<file path="config.mk">
export PLATFORM = sky130hd
export DESIGN_NAME = instr_fetch_unit_flat
export DESIGN_NICKNAME = d
export VERILOG_FILES = /design/src/rtl/instr_fetch_unit_if.sv /design/src/rtl/instr_fetch_unit.sv /design/src/flat_wrapper.sv
export SDC_FILE = /design/constraint.sdc
export NUM_CORES = 1
export LEC_CHECK = 0
export ABC_CLOCK_PERIOD_IN_PS = 2800
export CAP_MARGIN = 20
export CORE_MARGIN = 5
export CORE_UTILIZATION = 46
export DETAILED_ROUTE_END_ITERATION = 7
export PLACE_DENSITY = 0.86
export SYNTH_ARGS = -nofsm -noshare
export SYNTH_HDL_FRONTEND = slang
export SYNTH_SLANG_ARGS = --single-unit
</file>
<file path="constraint.sdc">
create_clock -name clk -period 2.8 [get_ports clk]
set_input_delay 0.56 -clock clk [delete_from_list [all_inputs] [get_ports clk]]
set_output_delay 0.56 -clock clk [all_outputs]
set_load 0.02 [all_outputs]
</file>
<file path="src/rtl/instr_fetch_unit_if.sv">
// Fetch-unit bus bundle: instruction-memory read handshake, IR handoff and redirect.
// master = fetch unit, slave = memory/decode side.
interface instr_fetch_unit_if;
  logic        imem_req;
  logic [63:0] imem_addr;
  logic        imem_ack;
  logic [31:0] imem_rdata;
  logic [31:0] ir_out;
  logic [63:0] ir_pc;
  logic        ir_valid;
  logic        ir_ready;
  logic        redirect;
  logic [63:0] redirect_pc;
  logic [31:0] fetch_count;

  modport master (
    output imem_req, imem_addr, ir_out, ir_pc, ir_valid, fetch_count,
    input  imem_ack, imem_rdata, ir_ready, redirect, redirect_pc
  );
  modport slave (
    input  imem_req, imem_addr, ir_out, ir_pc, ir_valid, fetch_count,
    output imem_ack, imem_rdata, ir_ready, redirect, redirect_pc
  );
endinterface

</file>
<file path="src/rtl/instr_fetch_unit.sv">
// Multicycle RISC-V front end: owns the PC, fetches one word per instruction,
// holds it in the IR until decode takes it, and squashes in-flight reads on redirect.
module instr_fetch_unit #(
  parameter logic [63:0] RESET_PC = 64'h0,
  parameter int unsigned PC_STEP  = 4
) (
  input logic                 clk,
  input logic                 reset,
  instr_fetch_unit_if.master  bus
);
  typedef enum logic [1:0] {REQ, HOLD, DRAIN} state_t;

  state_t      state, state_n;
  logic [63:0] pc, pc_n;
  logic [31:0] ir, ir_n;
  logic [63:0] ir_pc, ir_pc_n;
  logic        ir_valid, ir_valid_n;
  logic [31:0] cnt, cnt_n;

  always_ff @(posedge clk) begin
    if (reset) begin
      state    <= REQ;
      pc       <= RESET_PC;
      ir       <= '0;
      ir_pc    <= '0;
      ir_valid <= 1'b0;
      cnt      <= '0;
    end else begin
      state    <= state_n;
      pc       <= pc_n;
      ir       <= ir_n;
      ir_pc    <= ir_pc_n;
      ir_valid <= ir_valid_n;
      cnt      <= cnt_n;
    end
  end

  always_comb begin
    state_n    = state;
    pc_n       = pc;
    ir_n       = ir;
    ir_pc_n    = ir_pc;
    ir_valid_n = ir_valid;
    cnt_n      = cnt;
    if (bus.redirect) begin
      pc_n       = {bus.redirect_pc[63:2], 2'b00};
      ir_valid_n = 1'b0;
      unique case (state)
        // A read left unacked is still in flight and its response must be dropped.
        REQ:     state_n = bus.imem_ack ? REQ : DRAIN;
        HOLD: begin
          state_n = REQ;
          if (bus.ir_ready) cnt_n = cnt + 32'd1;
        end
        DRAIN:   state_n = bus.imem_ack ? REQ : DRAIN;
        default: state_n = REQ;
      endcase
    end else begin
      unique case (state)
        REQ: if (bus.imem_ack) begin
          ir_n       = bus.imem_rdata;
          ir_pc_n    = pc;
          pc_n       = pc + 64'(PC_STEP);
          ir_valid_n = 1'b1;
          state_n    = HOLD;
        end
        HOLD: if (bus.ir_ready) begin
          ir_valid_n = 1'b0;
          cnt_n      = cnt + 32'd1;
          state_n    = REQ;
        end
        DRAIN:   if (bus.imem_ack) state_n = REQ;
        default: state_n = REQ;
      endcase
    end
  end

  // DRAIN keeps the request up at the new PC so memory sees no gap.
  assign bus.imem_req    = (state != HOLD);
  assign bus.imem_addr   = pc;
  assign bus.ir_out      = ir;
  assign bus.ir_pc       = ir_pc;
  assign bus.ir_valid    = ir_valid;
  assign bus.fetch_count = cnt;
endmodule
</file>
<file path="src/flat_wrapper.sv">
// flat-port wrapper written by rule: the top's interface ports become plain ports
module instr_fetch_unit_flat 
#(
  parameter logic [63:0] RESET_PC = 64'h0,
  parameter int unsigned PC_STEP  = 4
)
  (clk, reset, bus_imem_req, bus_imem_addr, bus_ir_out, bus_ir_pc, bus_ir_valid, bus_fetch_count, bus_imem_ack, bus_imem_rdata, bus_ir_ready, bus_redirect, bus_redirect_pc);
  instr_fetch_unit_if bus_i ();
  input logic clk;
  input logic reset;
  output wire logic [$bits(bus_i.imem_req)-1:0] bus_imem_req;
  output wire logic [$bits(bus_i.imem_addr)-1:0] bus_imem_addr;
  output wire logic [$bits(bus_i.ir_out)-1:0] bus_ir_out;
  output wire logic [$bits(bus_i.ir_pc)-1:0] bus_ir_pc;
  output wire logic [$bits(bus_i.ir_valid)-1:0] bus_ir_valid;
  output wire logic [$bits(bus_i.fetch_count)-1:0] bus_fetch_count;
  input wire logic [$bits(bus_i.imem_ack)-1:0] bus_imem_ack;
  input wire logic [$bits(bus_i.imem_rdata)-1:0] bus_imem_rdata;
  input wire logic [$bits(bus_i.ir_ready)-1:0] bus_ir_ready;
  input wire logic [$bits(bus_i.redirect)-1:0] bus_redirect;
  input wire logic [$bits(bus_i.redirect_pc)-1:0] bus_redirect_pc;
  assign bus_imem_req = bus_i.imem_req;
  assign bus_imem_addr = bus_i.imem_addr;
  assign bus_ir_out = bus_i.ir_out;
  assign bus_ir_pc = bus_i.ir_pc;
  assign bus_ir_valid = bus_i.ir_valid;
  assign bus_fetch_count = bus_i.fetch_count;
  assign bus_i.imem_ack = bus_imem_ack;
  assign bus_i.imem_rdata = bus_imem_rdata;
  assign bus_i.ir_ready = bus_ir_ready;
  assign bus_i.redirect = bus_redirect;
  assign bus_i.redirect_pc = bus_redirect_pc;
  instr_fetch_unit #(.RESET_PC(RESET_PC), .PC_STEP(PC_STEP)) u_core (.clk(clk), .reset(reset), .bus(bus_i));
endmodule
</file>
* After elaboration in Yosys (flattened, before gate mapping)
Index checks and enable logic that the tools add are counted.
** Storage, ports and cells
- Flip-flop bits (word level) :: 195
- Input bits :: 101
- Output and inout bits :: 194
- Logic and storage cells :: 43
** Cells by class
- Add/sub/neg operators :: 2
- Equality and inequality tests :: 8
- Multiplexer cells :: 13
- Bitwise logic cells :: 1
- Reduce and logical (&&, ||, !) cells :: 12
** Operators with widths (number)
- $mux W64 :: 3
- $add A64 B3 Y64 const B :: 1
- $add A32 B1 Y32 const B :: 1
- $mux W2 :: 6
- $ne A3 B3 Y1 const B :: 3
- $reduce_and A3 Y1 :: 3
- $pmux W2 S3 :: 1
- $reduce_and A2 Y1 :: 3
- $reduce_bool A2 Y1 :: 3
- $ne A2 B2 Y1 const B :: 2
- $reduce_or A2 Y1 :: 2
- $eq A2 B1 Y1 const B :: 1
- $eq A2 B2 Y1 const B :: 1
- $logic_not A2 Y1 :: 1
- $mux W1 :: 2
- $ne A2 B1 Y1 const B :: 1
- $pmux W1 S2 :: 1
- $not A1 Y1 :: 1

* Longest topological paths before layout
- Word-level depth :: 4
- Mapped depth :: 8
- Depth with buffers taken out :: 6

* Worst setup path before layout
Ideal clock, no wire load.
- Kind :: input to register
- From :: input bus_imem_ack
- To :: register u_core.pc[44] (netlist: u_core.bus.imem_addr[44])
- Setup time :: 0.091 ns
- Arrival time :: 2.337 ns
- Required time :: 2.709 ns
- Slack :: 0.373 ns
- Stages :: 6
- Path buffers :: 1
- Cells stage by stage :: or3b_1 -> buf_2 -> nor4_4 -> nand4_1 -> or4_1 -> a311oi_1
** Between the ends
- Word-level cells in the longest chain between the ends :: 2
** Ends and longest elaborated chain
- start, declared :: RTL line flat_wrapper.sv:17 : input wire logic [$bits(bus_i.imem_ack)-1:0] bus_imem_ack;
- $reduce_bool A2 Y1 (no line)
- $reduce_and A2 Y1 (no line)
- end signal, assigned :: RTL line instr_fetch_unit.sv:30 : pc <= pc_n;
- end, declared :: RTL line instr_fetch_unit.sv:14 : logic [63:0] pc, pc_n;
Every way passes these cells.
A chain may end at the register's enable or synchronous reset.

* Worst setup path after layout
- From :: input bus_imem_ack
- To :: register u_core.pc[39] (netlist: u_core.bus.imem_addr[39])
The elaborated chain is that of the path after synthesis.

==> insert_results.sql <==
INSERT INTO impl_metrics (metric_group, metric, value, unit) VALUES
('outcome', 'result_of_the_run', 'finished, final reports clean', ''),
('global_routing', 'grt_overflow_total', '0', ''),
('floorplanning', 'die_y', '146.2', 'um'),
('global_routing', 'globalRouteMet3Util', '0.07654', ''),
('synth', 'yosys_warnings', '0', ''),
('cts', 'postCtsSetupRepairBufs', '0', ''),
('global_routing', 'gr-usage-met1', '0.3061', ''),
('sta', 'clock-skew-final', '13.02', 'ps'),
('cts', 'h_tree_levels', '4', ''),
('worst_setup_path', 'start_kind', 'input port', ''),
('synth', 'synth-xor-area-share', '0.05238', ''),
('cts', 'worstSkewPairLatency', '440', 'ps'),
('routing', 'wl_per_cell', '17.20', 'um'),
('worst_setup_path', 'cp.required', '3140', 'ps'),
('synth', 'synth_enable_flop_cells', '0', ''),
('synth', 'post_synth_inst_count', '1088', ''),
('power', 'comb_power_share', '0.138', ''),
('sta', 'worstMarginPinSlew', '658.1', 'ps'),
('routing', 'routed-via-count', '8883', ''),
('synth', 'postSynth.topFlopCell', 'dfxtp_1', ''),
('synth', 'postSynthAreaPerCell', '7.838', 'um2'),
('power', 'switching_share', '0.2655', ''),
('sta', 'finalHoldViolCount', '0', ''),
('placed_design', 'hpwlAfterDp', '19.74', 'mm'),
('finish', 'synthToLayoutAreaGrowth', '46.13', '%'),
('synth', 'synth_compound_gate_area_share', '0.1323', ''),
('floorplanning', 'dieArea', '21360', 'um2'),
('worst_setup_path', 'reg2reg_from', 'u_core.bus.imem_addr[26]', ''),
('worst_setup_path', 'crit_fanout', '8', ''),
('synth', 'synth_top_area_frac', '0.4484', ''),
('cts', 'clock_sink_count', '191', ''),
('global_routing', 'grt.met2_usage', '0.4195', ''),
('finish', 'insertedDiodeCount', '0', ''),
('floorplanning', 'io_pins', '295', ''),
('floorplanning', 'design.core.area', '18090', 'um2'),
('synth', 'dominant_combinational_cell_family_by_area_after_synthesis', 'simple AND/OR/NAND/NOR gates', ''),
('power', 'switchingPower', '0.001738', 'W'),
('synth', 'synth_cell_types', '53', ''),
('routing', 'antenna_left', '0', ''),
('placed_design', 'globalplace.congestion', '0.8637', ''),
('power', 'power_density', '525.4', 'nW/um2'),
('sta', 'setup_viol', '0', ''),
('sta', 'period_share', '0.9038', ''),
('sta', 'worst_slew_margin_rel', '0.5613', ''),
('cts', 'cts_tree', 'done', ''),
('worst_setup_path', 'path_class', 'in2reg', ''),
('hold_path', 'min-delay-path-class', 'reg2reg', ''),
('global_routing', 'grt_start_max_net_pins', '100', ''),
('synth', 'post_synth_and_or_nand_nor_area_fraction', '0.3055', ''),
('synth', 'ys_seq_elements', '191', ''),
('cts', 'cts-root-to-sink-buffers', '2', ''),
('sta', 'final_layout_setup_total_negative_slack', '0', 'ps'),
('power', 'p_int', '0.004809', 'W'),
('power', 'seq_power_share', '0.452', ''),
('synth', 'post_synth_fa_ha_maj_area_fraction', '0.002934', ''),
('routing', 'post-route-drc-count', '0', ''),
('cts', 'clockRootBuffer', 'clkbuf_16', ''),
('cts', 'numCtsBuffers', '17', ''),
('routing', 'route.detailed.vias_per_inst', '5.528', ''),
('sta', 'maxSlewViolCount', '0', ''),
('flow_run', 'maximum_capacitance_violations', '0', ''),
('sta', 'hold-worst-slack', '453.0', 'ps'),
('finish', 'layout_cell_share_with_drive_strength_beyond_1', '0.06459', ''),
('power', 'clockPowerShare', '0.410', ''),
('global_routing', 'grt_pass1_vias', '8530', ''),
('synth', 'synth.cell_area', '8528', 'um2'),
('cts', 'cts.clk_slew.worst_paths', '70', 'ps'),
('global_routing', 'grt_antenna_before_repair', '1', ''),
('floorplanning', 'starting_density_of_the_core', '0.4715', ''),
('synth', 'synthMuxAreaShare', '0.01775', ''),
('sta', 'achievable-frequency', '395.2', 'MHz');
## cell families (layout without fill, tap and decap cells)
family | Yosys count | count (layout)
simple gates | 552 | 552
mux | 15 | 15
fa+ha+maj | 2 | 2
other cells | 1 | 4
compound gates | 189 | 189
buf+inv | 87 | 374
flops | 191 | 191
xor+xnor | 51 | 51
## state kept, by name (all words and copies together), names as in the netlist
name                    cells
u_core.bus.imem_addr       62
u_core.bus.fetch_count     32
u_core.bus.ir_out          32
u_core.bus.ir_valid         1
u_core.state                2
u_core.bus.ir_pc           62
## power groups by stage
stage	Combinational [W]	Clock [W]	Sequential, W
global route	0.000970	0.00284	0.00297
global placement	0.000891	0	0.00301
floorplan	0.000305	0	0.00312
CTS	0.000908	0.00271	0.00296
detailed placement	0.000905	0	0.00302
finish	0.000904	0.00269	0.00296
## stage by stage
stage	worst slack (ps)	utilization	std cells	total power (W)	instance area, um2
floorplan	372.5	-	1091	0.003427	8539
global placement	-107.6	0.6536	1575	0.003903	11820
detailed placement	-134.3	0.6536	1575	0.003923	11820
CTS	296.6	0.6890	1607	0.006578	12460
global route	115.4	0.6890	1607	0.006780	12460
finish	269.3	0.6890	1607	0.006547	12460
## critical path, stage by stage
cell and delay [ps]:
clkdlybuf4s50_1 470, or3b_1 440, nor3_1 280, nand4_1 290
buf_4 270, or3_1 300, a311oi_1 260
## synth_stat cells, types with 5 or more instances
master,n
or4_1,5
nand3_1,35
o21a_1,6
nor3_1,22
xor2_1,30
or3_1,12
dfxtp_1,191
inv_1,9
xnor2_1,21
nor4_1,27
nand2_1,257
buf_1,5
a211oi_1,16
a2111oi_0,5
a21oi_1,112
a311oi_1,10
mux2i_1,14
nand4_1,48
o21ai_0,19
and3_1,26
nor2_1,84
and4_1,8
nor3b_1,6
clkbuf_1,67
nor4b_1,6
## cell usage in the layout, fill, tap and decap left out, types with 2 or more instances in the layout
cell type and n:
and3_1 26, a211oi_1 16, o21a_1 6, clkdlybuf4s50_1 286, a311oi_1 10, ha_1 2
o21ai_0 19, a2111oi_0 5, nor2_1 83, nor3_1 22, a32oi_1 2, buf_4 40
o211ai_1 3, dfxtp_1 191, buf_12 5, nor4_1 26, a21oi_1 112, and4_1 8
or3_1 12, bufinv_16 4, nor4b_1 6, or2_2 2, nor3b_1 5, xnor2_1 21
o2111a_1 2, inv_1 8, nand2_1 256, a31oi_1 3, clkbuf_16 17, o311a_1 2
o31ai_1 4, xor2_1 30, conb_1 4, nand4_1 48, mux2i_1 14, nand3_1 35
and2_1 3, inv_6 6, nand2b_1 2, or4_1 5
## path summary, 6_finish.rpt
kind,endpoint,slack (ps),depth (start not counted)
setup reg to reg,u_core.bus.imem_addr[39],310,6
hold reg to reg,u_core.bus.ir_pc[26],450,2
setup / recovery,u_core.bus.imem_addr[39],270,7
hold / removal,u_core.bus.ir_pc[26],450,2
## cell type report
type,count,area (um2)
fill,1396,5624
multi-input combinational,813,4398
sequential,191,3824
timing repair buffer,333,3279
clock buffer,19,442.9
clock inverter,13,197.7
inverter,9,33.78
tap,229,286.5
## layer usage
layer,vias to the layer above,part of all wire
li1,4362,-
met1,4150,0.42
met2,324,0.48
met3,45,0.087
met4,2,0.019
met5,-,0.00040
Note: power is estimated with default switching activity, not from simulation.
